===== src/rtl/lift_pkg.sv =====
// Shared types for the lift call scheduler.
//   state_t     : motion/door sequencer states
//   dir_t       : SCAN sweep direction, kept across idle periods
//   floor_width : bit width of a floor index for an N-floor shaft
package lift_pkg;

  typedef enum logic [1:0] {
    ST_IDLE = 2'd0,
    ST_UP   = 2'd1,
    ST_DN   = 2'd2,
    ST_DOOR = 2'd3
  } state_t;

  typedef enum logic {
    DIR_UP = 1'b0,
    DIR_DN = 1'b1
  } dir_t;

  function automatic int floor_width(input int n);
    return (n > 1) ? $clog2(n) : 1;
  endfunction

endpackage


===== src/rtl/lift_door_timer.sv =====
// Door dwell down-counter.
//   clk, rst : clock, synchronous active-high reset (counter -> 0)
//   load     : door being entered, start a fresh dwell
//   reload   : call at the open door, restart the dwell
//   done     : counter has reached terminal count 0
module lift_door_timer #(
  parameter int DOOR_CYCLES = 5_000_000
) (
  input  logic clk,
  input  logic rst,
  input  logic load,
  input  logic reload,
  output logic done
);

  localparam int CW = $clog2(DOOR_CYCLES);
  // Loading DOOR_CYCLES-1 and counting down to 0 gives exactly DOOR_CYCLES
  // cycles in the door state, since the exit happens on the cycle at 0.
  localparam logic [CW-1:0] DWELL_LAST = CW'(DOOR_CYCLES - 1);

  logic [CW-1:0] cnt;

  always_ff @(posedge clk) begin
    if (rst) begin
      cnt <= '0;
    end else if (load || reload) begin
      cnt <= DWELL_LAST;
    end else if (cnt != '0) begin
      cnt <= cnt - 1'b1;
    end
  end

  assign done = (cnt == '0);

endmodule


===== src/rtl/lift_call_scheduler.sv =====
// Lift call scheduler: latches cab/hall calls, tracks the car floor from
// arrival pulses and serves calls in SCAN order.
//   clk, rst                  : clock, synchronous active-high reset
//   cab_req                   : cab buttons, one per floor
//   hall_up_req / hall_dn_req : hall calls (top up / bottom down ignored)
//   floor_arrive              : car reached next floor in commanded direction
//   cur_floor                 : current floor index
//   move_up, move_dn          : motor commands (Moore, mutually exclusive)
//   door_open                 : door command
//   pend_cab/pend_up/pend_dn  : latched pending calls
//   busy                      : moving, door open, or any call pending
//
// state   | meaning
// --------+--------------------------------------------------------
// ST_IDLE | parked with door shut, choosing the next action
// ST_UP   | motor driving up, waiting for the next arrival pulse
// ST_DN   | motor driving down, waiting for the next arrival pulse
// ST_DOOR | door open, dwell timer running
module lift_call_scheduler
  import lift_pkg::*;
#(
  parameter  int N           = 3,
  parameter  int DOOR_CYCLES = 5_000_000,
  localparam int FW          = floor_width(N)
) (
  input  logic          clk,
  input  logic          rst,
  input  logic [N-1:0]  cab_req,
  input  logic [N-1:0]  hall_up_req,
  input  logic [N-1:0]  hall_dn_req,
  input  logic          floor_arrive,
  output logic [FW-1:0] cur_floor,
  output logic          move_up,
  output logic          move_dn,
  output logic          door_open,
  output logic [N-1:0]  pend_cab,
  output logic [N-1:0]  pend_up,
  output logic [N-1:0]  pend_dn,
  output logic          busy
);

  localparam logic [N-1:0] UP_VALID = {1'b0, {(N-1){1'b1}}};
  localparam logic [N-1:0] DN_VALID = {{(N-1){1'b1}}, 1'b0};
  localparam logic [N-1:0] ONE      = {{(N-1){1'b0}}, 1'b1};

  state_t        state, state_n;
  dir_t          dir, dir_n;
  logic [FW-1:0] floor_n, floor_up, floor_dn;
  logic [N-1:0]  pend_any, above, below;
  logic [N-1:0]  here, here_up, here_dn;
  logic [N-1:0]  clr_cab, clr_up, clr_dn;
  logic [N-1:0]  blk_cab, blk_up, blk_dn;
  logic          door_load, door_reload, door_done;

  assign pend_any = pend_cab | pend_up | pend_dn;

  // above[i] / below[i]: any call strictly above / below floor i.
  always_comb begin
    above = '0;
    below = '0;
    for (int i = 0; i < N; i++) begin
      for (int j = 0; j < N; j++) begin
        if (j > i) above[i] = above[i] | pend_any[j];
        if (j < i) below[i] = below[i] | pend_any[j];
      end
    end
  end

  // Next floor in each direction; held at the ends so the index never wraps.
  assign floor_up = (cur_floor == FW'(N - 1)) ? cur_floor : cur_floor + 1'b1;
  assign floor_dn = (cur_floor == '0) ? cur_floor : cur_floor - 1'b1;
  assign here     = ONE << cur_floor;
  assign here_up  = ONE << floor_up;
  assign here_dn  = ONE << floor_dn;

  always_comb begin
    state_n     = state;
    dir_n       = dir;
    floor_n     = cur_floor;
    clr_cab     = '0;
    clr_up      = '0;
    clr_dn      = '0;
    blk_cab     = '0;
    blk_up      = '0;
    blk_dn      = '0;
    door_load   = 1'b0;
    door_reload = 1'b0;
    case (state)
      ST_IDLE: begin
        if (pend_any[cur_floor]) begin
          state_n   = ST_DOOR;
          door_load = 1'b1;
          clr_cab   = here;
          clr_up    = here;
          clr_dn    = here;
        end else if (above[cur_floor] && below[cur_floor]) begin
          state_n = (dir == DIR_UP) ? ST_UP : ST_DN;
        end else if (above[cur_floor]) begin
          state_n = ST_UP;
          dir_n   = DIR_UP;
        end else if (below[cur_floor]) begin
          state_n = ST_DN;
          dir_n   = DIR_DN;
        end
      end
      ST_UP: begin
        if (floor_arrive) begin
          floor_n = floor_up;
          if (pend_cab[floor_up] || pend_up[floor_up] || !above[floor_up] ||
              floor_up == FW'(N - 1)) begin
            state_n   = ST_DOOR;
            door_load = 1'b1;
            clr_cab   = here_up;
            clr_up    = here_up;
            // End of the sweep: the down call here is served by this stop too.
            if (!above[floor_up]) begin
              clr_dn = here_up;
              dir_n  = DIR_DN;
            end
          end
        end
      end
      ST_DN: begin
        if (floor_arrive) begin
          floor_n = floor_dn;
          if (pend_cab[floor_dn] || pend_dn[floor_dn] || !below[floor_dn] ||
              floor_dn == '0) begin
            state_n   = ST_DOOR;
            door_load = 1'b1;
            clr_cab   = here_dn;
            clr_dn    = here_dn;
            if (!below[floor_dn]) begin
              clr_up = here_dn;
              dir_n  = DIR_UP;
            end
          end
        end
      end
      ST_DOOR: begin
        // Calls the open door already serves extend the dwell instead of latching.
        blk_cab = here;
        if (dir == DIR_UP) blk_up = here;
        else               blk_dn = here;
        door_reload = (|(cab_req & blk_cab)) ||
                      (|(hall_up_req & UP_VALID & blk_up)) ||
                      (|(hall_dn_req & DN_VALID & blk_dn));
        if (!door_reload && door_done) state_n = ST_IDLE;
      end
      default: state_n = ST_IDLE;
    endcase
  end

  always_ff @(posedge clk) begin
    if (rst) begin
      state     <= ST_IDLE;
      dir       <= DIR_UP;
      cur_floor <= '0;
      pend_cab  <= '0;
      pend_up   <= '0;
      pend_dn   <= '0;
    end else begin
      state     <= state_n;
      dir       <= dir_n;
      cur_floor <= floor_n;
      pend_cab  <= (pend_cab | (cab_req & ~blk_cab)) & ~clr_cab;
      pend_up   <= (pend_up | (hall_up_req & UP_VALID & ~blk_up)) & ~clr_up;
      pend_dn   <= (pend_dn | (hall_dn_req & DN_VALID & ~blk_dn)) & ~clr_dn;
    end
  end

  lift_door_timer #(
    .DOOR_CYCLES(DOOR_CYCLES)
  ) u_door_timer (
    .clk    (clk),
    .rst    (rst),
    .load   (door_load),
    .reload (door_reload),
    .done   (door_done)
  );

  assign move_up   = (state == ST_UP);
  assign move_dn   = (state == ST_DN);
  assign door_open = (state == ST_DOOR);
  assign busy      = (state != ST_IDLE) || (|pend_any);

endmodule


===== config.mk =====
export PLATFORM = sky130hd
export DESIGN_NAME = lift_call_scheduler
export DESIGN_NICKNAME = d
export VERILOG_FILES = /design/src/rtl/lift_pkg.sv /design/src/rtl/lift_door_timer.sv /design/src/rtl/lift_call_scheduler.sv
export SDC_FILE = /design/constraint.sdc
export NUM_CORES = 1
export LEC_CHECK = 0
export CORE_MARGIN = 8
export CORE_UTILIZATION = 60
export DETAILED_ROUTE_END_ITERATION = 7
export PLACE_DENSITY = 0.84
export SETUP_SLACK_MARGIN = 0.2
export SLEW_MARGIN = 15
export SYNTH_ARGS = -nofsm -noshare
export SYNTH_HDL_FRONTEND = slang
export SYNTH_SLANG_ARGS = --single-unit

===== constraint.sdc =====
create_clock -name clk -period 4.3 [get_ports clk]
set_input_delay 0.43 -clock clk [delete_from_list [all_inputs] [get_ports clk]]
set_output_delay 0.43 -clock clk [all_outputs]
set_load 0.01 [all_outputs]

==> reports/metrics.yaml <==
clk_latency_ps: 290
max_slew_margin: 0.471
required_ps: 4530
antenna_found_initial: 0
max_freq_ghz: 0.335
power_density_nw_per_um2: 717
grt.total_usage: 0.200
drv_slew: 0
r2r_start: "cur_floor[1]$_SDFFE_PP0P_"
vias_per_cell: 6.25
syn_area_um2: 2420
drive_gt1_frac: 0.0570
ant_nets: 0
leakagePower_nw: 1.09
critical_path.cell_chain: "ha_1, mux2i_1, a32oi_1, nor3b_1, o221a_2, and2b_1, o21a_1"
ys_seq_area_frac: 0.306
hpwl_um: 4410
diodes: 0
drt-initial-drc-count: 231
wl_met1_um: 2920
clkSlewWorstSetupHoldPaths_ps: 70
worst_slew_pin_slew_ps: 788
skew_ps: 3.70
rsz0062_at_grt: "false"
cts_root_buffer: "clkbuf_8"
crit_arrival_ps: 3220
final.setup.tns_ps: 0
synthDistinctLibCells: 58
h-tree-depth: 2
synth_seq_cells: 37
r2r-end: "u_door_timer.cnt[10]$_SDFFE_PP0P_"
overflow: 0
dr.pass1.iters: 5
period_needed_ps: 2990
synth_warnings: 0
worstHoldStart: "pend_up[2]$_SDFF_PP0_"
top_layer: "met4"
placed_area_um2: 2680
holdPathStages: 2
area_growth_pct: 14.5
synth_edf_count: 0
postCtsHoldBufs: 0
hold_class: "reg -> reg"
routed_wl_um: 6130
utilization: 0.702
die_x_um: 79.5
worst_path_max_delay_cell: "dfxtp_1"
route.met3.wl_um: 467
cp-end-kind: "flop"
rows: 23
finalSetupViolCount: 0
fin_crit_sh: 0.695
grt_pass1_wl_um: 10200
reg2reg_slack_ps: 1310
die_h_um: 79.5
synth_fp_nets: 320
synthCells: 295
start_kind: "flop"
cts_max_path_buffers: 2
pin_count: 27
grt_pass1_vias: 2155
gp_congestion: 0.928
drc: 0
worst_r2r_path_depth: 7
power_mw: 1.98
start_util: 0.613
io_buffers: 24
fin_nets: 341
vias: 2286
cts_resized: 0
cts_buffers: 5
postCtsSetupRepairBufs: 0
dieArea_um2: 6320
postLayoutCellArea_um2: 2770
cp_max_fo: 14
clock_sinks: 37
status: "finished clean"
path_class: "reg -> reg"
synth.avg_cell_area_um2: 8.20
synth_ff_type: "dfxtp_1"
peakVddDrop_v: 0.000372
synthArstFlopShare: 0
final_hold_viol_count: 0
tritoncts: "built"
grt_max_degree: 29
met2WireLength_um: 2640
slowest_delay_ps: 550
max_cap_violations: 0
wl_per_cell_um: 16.7
coreArea_um2: 3940
holdPathEnd: "pend_up[2]$_SDFF_PP0_"
[worst max path at each step]
| stage | depth (start not counted) | endpoint | start |
|---|---|---|---|
| floorplan | 8 | u_door_timer.cnt[11]$_SDFFE_PP0P_ | cur_floor[1]$_SDFFE_PP0P_ |
| global placement | 7 | u_door_timer.cnt[17]$_SDFFE_PP0P_ | cur_floor[1]$_SDFFE_PP0P_ |
| detailed placement | 7 | u_door_timer.cnt[10]$_SDFFE_PP0P_ | cur_floor[1]$_SDFFE_PP0P_ |
| CTS | 7 | u_door_timer.cnt[10]$_SDFFE_PP0P_ | cur_floor[1]$_SDFFE_PP0P_ |
| global route | 7 | u_door_timer.cnt[7]$_SDFFE_PP0P_ | cur_floor[1]$_SDFFE_PP0P_ |
| finish | 7 | u_door_timer.cnt[10]$_SDFFE_PP0P_ | cur_floor[1]$_SDFFE_PP0P_ |
[layer usage]
layer  vias to the layer above  GRT usage
met1                      1053      0.272
met3                        10     0.0484
met4                         0     0.0741
met2                       102      0.296
met5                         -          0
li1                       1121          -
[worst max-delay path, delay by kind of cell (launching register included)]
| kind | cells | cell delay [ps] |
|---|---|---|
| flops | 1 | 550 |
| compound gates | 3 | 830 |
| simple gates | 2 | 820 |
| fa+ha+maj | 1 | 490 |
| mux | 1 | 240 |
[placed cells by master (no fill, tap or decap), types with 4 or more instances in the layout]
| cell | instances |
|---|---|
| or3_1 | 12 |
| nor4_1 | 7 |
| clkdlybuf4s50_1 | 24 |
| o21a_1 | 4 |
| a211oi_1 | 5 |
| nand2b_1 | 5 |
| inv_1 | 12 |
| clkbuf_8 | 6 |
| ha_1 | 13 |
| and3_1 | 4 |
| nor2_1 | 21 |
| dfxtp_1 | 37 |
| o21ai_0 | 6 |
| a22oi_1 | 5 |
| xnor2_1 | 6 |
| and2_1 | 11 |
| nand2_1 | 14 |
| nor3_1 | 14 |
| a21oi_1 | 35 |
| nand3_1 | 8 |
| xor2_1 | 14 |
| mux2i_1 | 4 |
[cells by family after synthesis]
group                      after synthesis  share of synthesized area
and+or+nand+nor                        116                      0.276
AOI/OAI and AO/OA                       82                      0.222
DFF                                     37                      0.306
buffers and inverters                   23                     0.0393
xor gates and xnor gates                20                     0.0724
adders and majority gates               13                     0.0673
muxes                                    4                     0.0166
[report_power, final]
part | internal, mW | total, mW | switching, mW
registers | 0.450 | 0.583 | 0.132
logic | 0.487 | 1.15 | 0.663
clock network | 0.127 | 0.252 | 0.126
total | 1.06 | 1.98 | 0.921
[Yosys cell counts, types with 3 or more instances]
| master | number | area share |
|---|---|---|
| a21oi_1 | 35 | 0.072 |
| o21a_1 | 4 | 0.012 |
| nand4_1 | 3 | 0.0078 |
| and2_1 | 11 | 0.028 |
| mux2i_1 | 4 | 0.017 |
| ha_1 | 13 | 0.067 |
| inv_1 | 12 | 0.019 |
| nor2_1 | 21 | 0.033 |
| nand2_1 | 14 | 0.022 |
| or3_1 | 12 | 0.031 |
| nand2b_1 | 5 | 0.013 |
| xor2_1 | 14 | 0.051 |
| nor4_1 | 7 | 0.018 |
| a211oi_1 | 5 | 0.016 |
| clkbuf_1 | 9 | 0.014 |
| o21ai_0 | 6 | 0.012 |
| dfxtp_1 | 37 | 0.31 |
| nor2b_1 | 3 | 0.0078 |
| nor3_1 | 14 | 0.029 |
| xnor2_1 | 6 | 0.022 |
| and3_1 | 4 | 0.010 |
| nand3_1 | 8 | 0.017 |
| a22oi_1 | 5 | 0.016 |
[registers in the layout, indices dropped and copies added (netlist names)]
name              flops
cur_floor             2
dir                   1
pend_cab              3
pend_dn               3
pend_up               3
state                 2
u_door_timer.cnt     23
[final cells by class]
cell class	instances	area [µm²]
multi-input cells	235	1580
fillers	335	1170
flip-flops and latches	37	741
repair buffers	25	248
clock buffers	6	82.6
well taps	50	62.6
inverters	12	45.0
clock inverters	1	7.51
[stage by stage]
stage,worst slack (ps),cells,hold WS [ps]
floorplan,1790,295,489
global placement,1450,359,470
detailed placement,1390,359,490
CTS,1370,366,502
global route,1170,366,521
finish,1310,366,498
(Power assumes the default switching activity.)
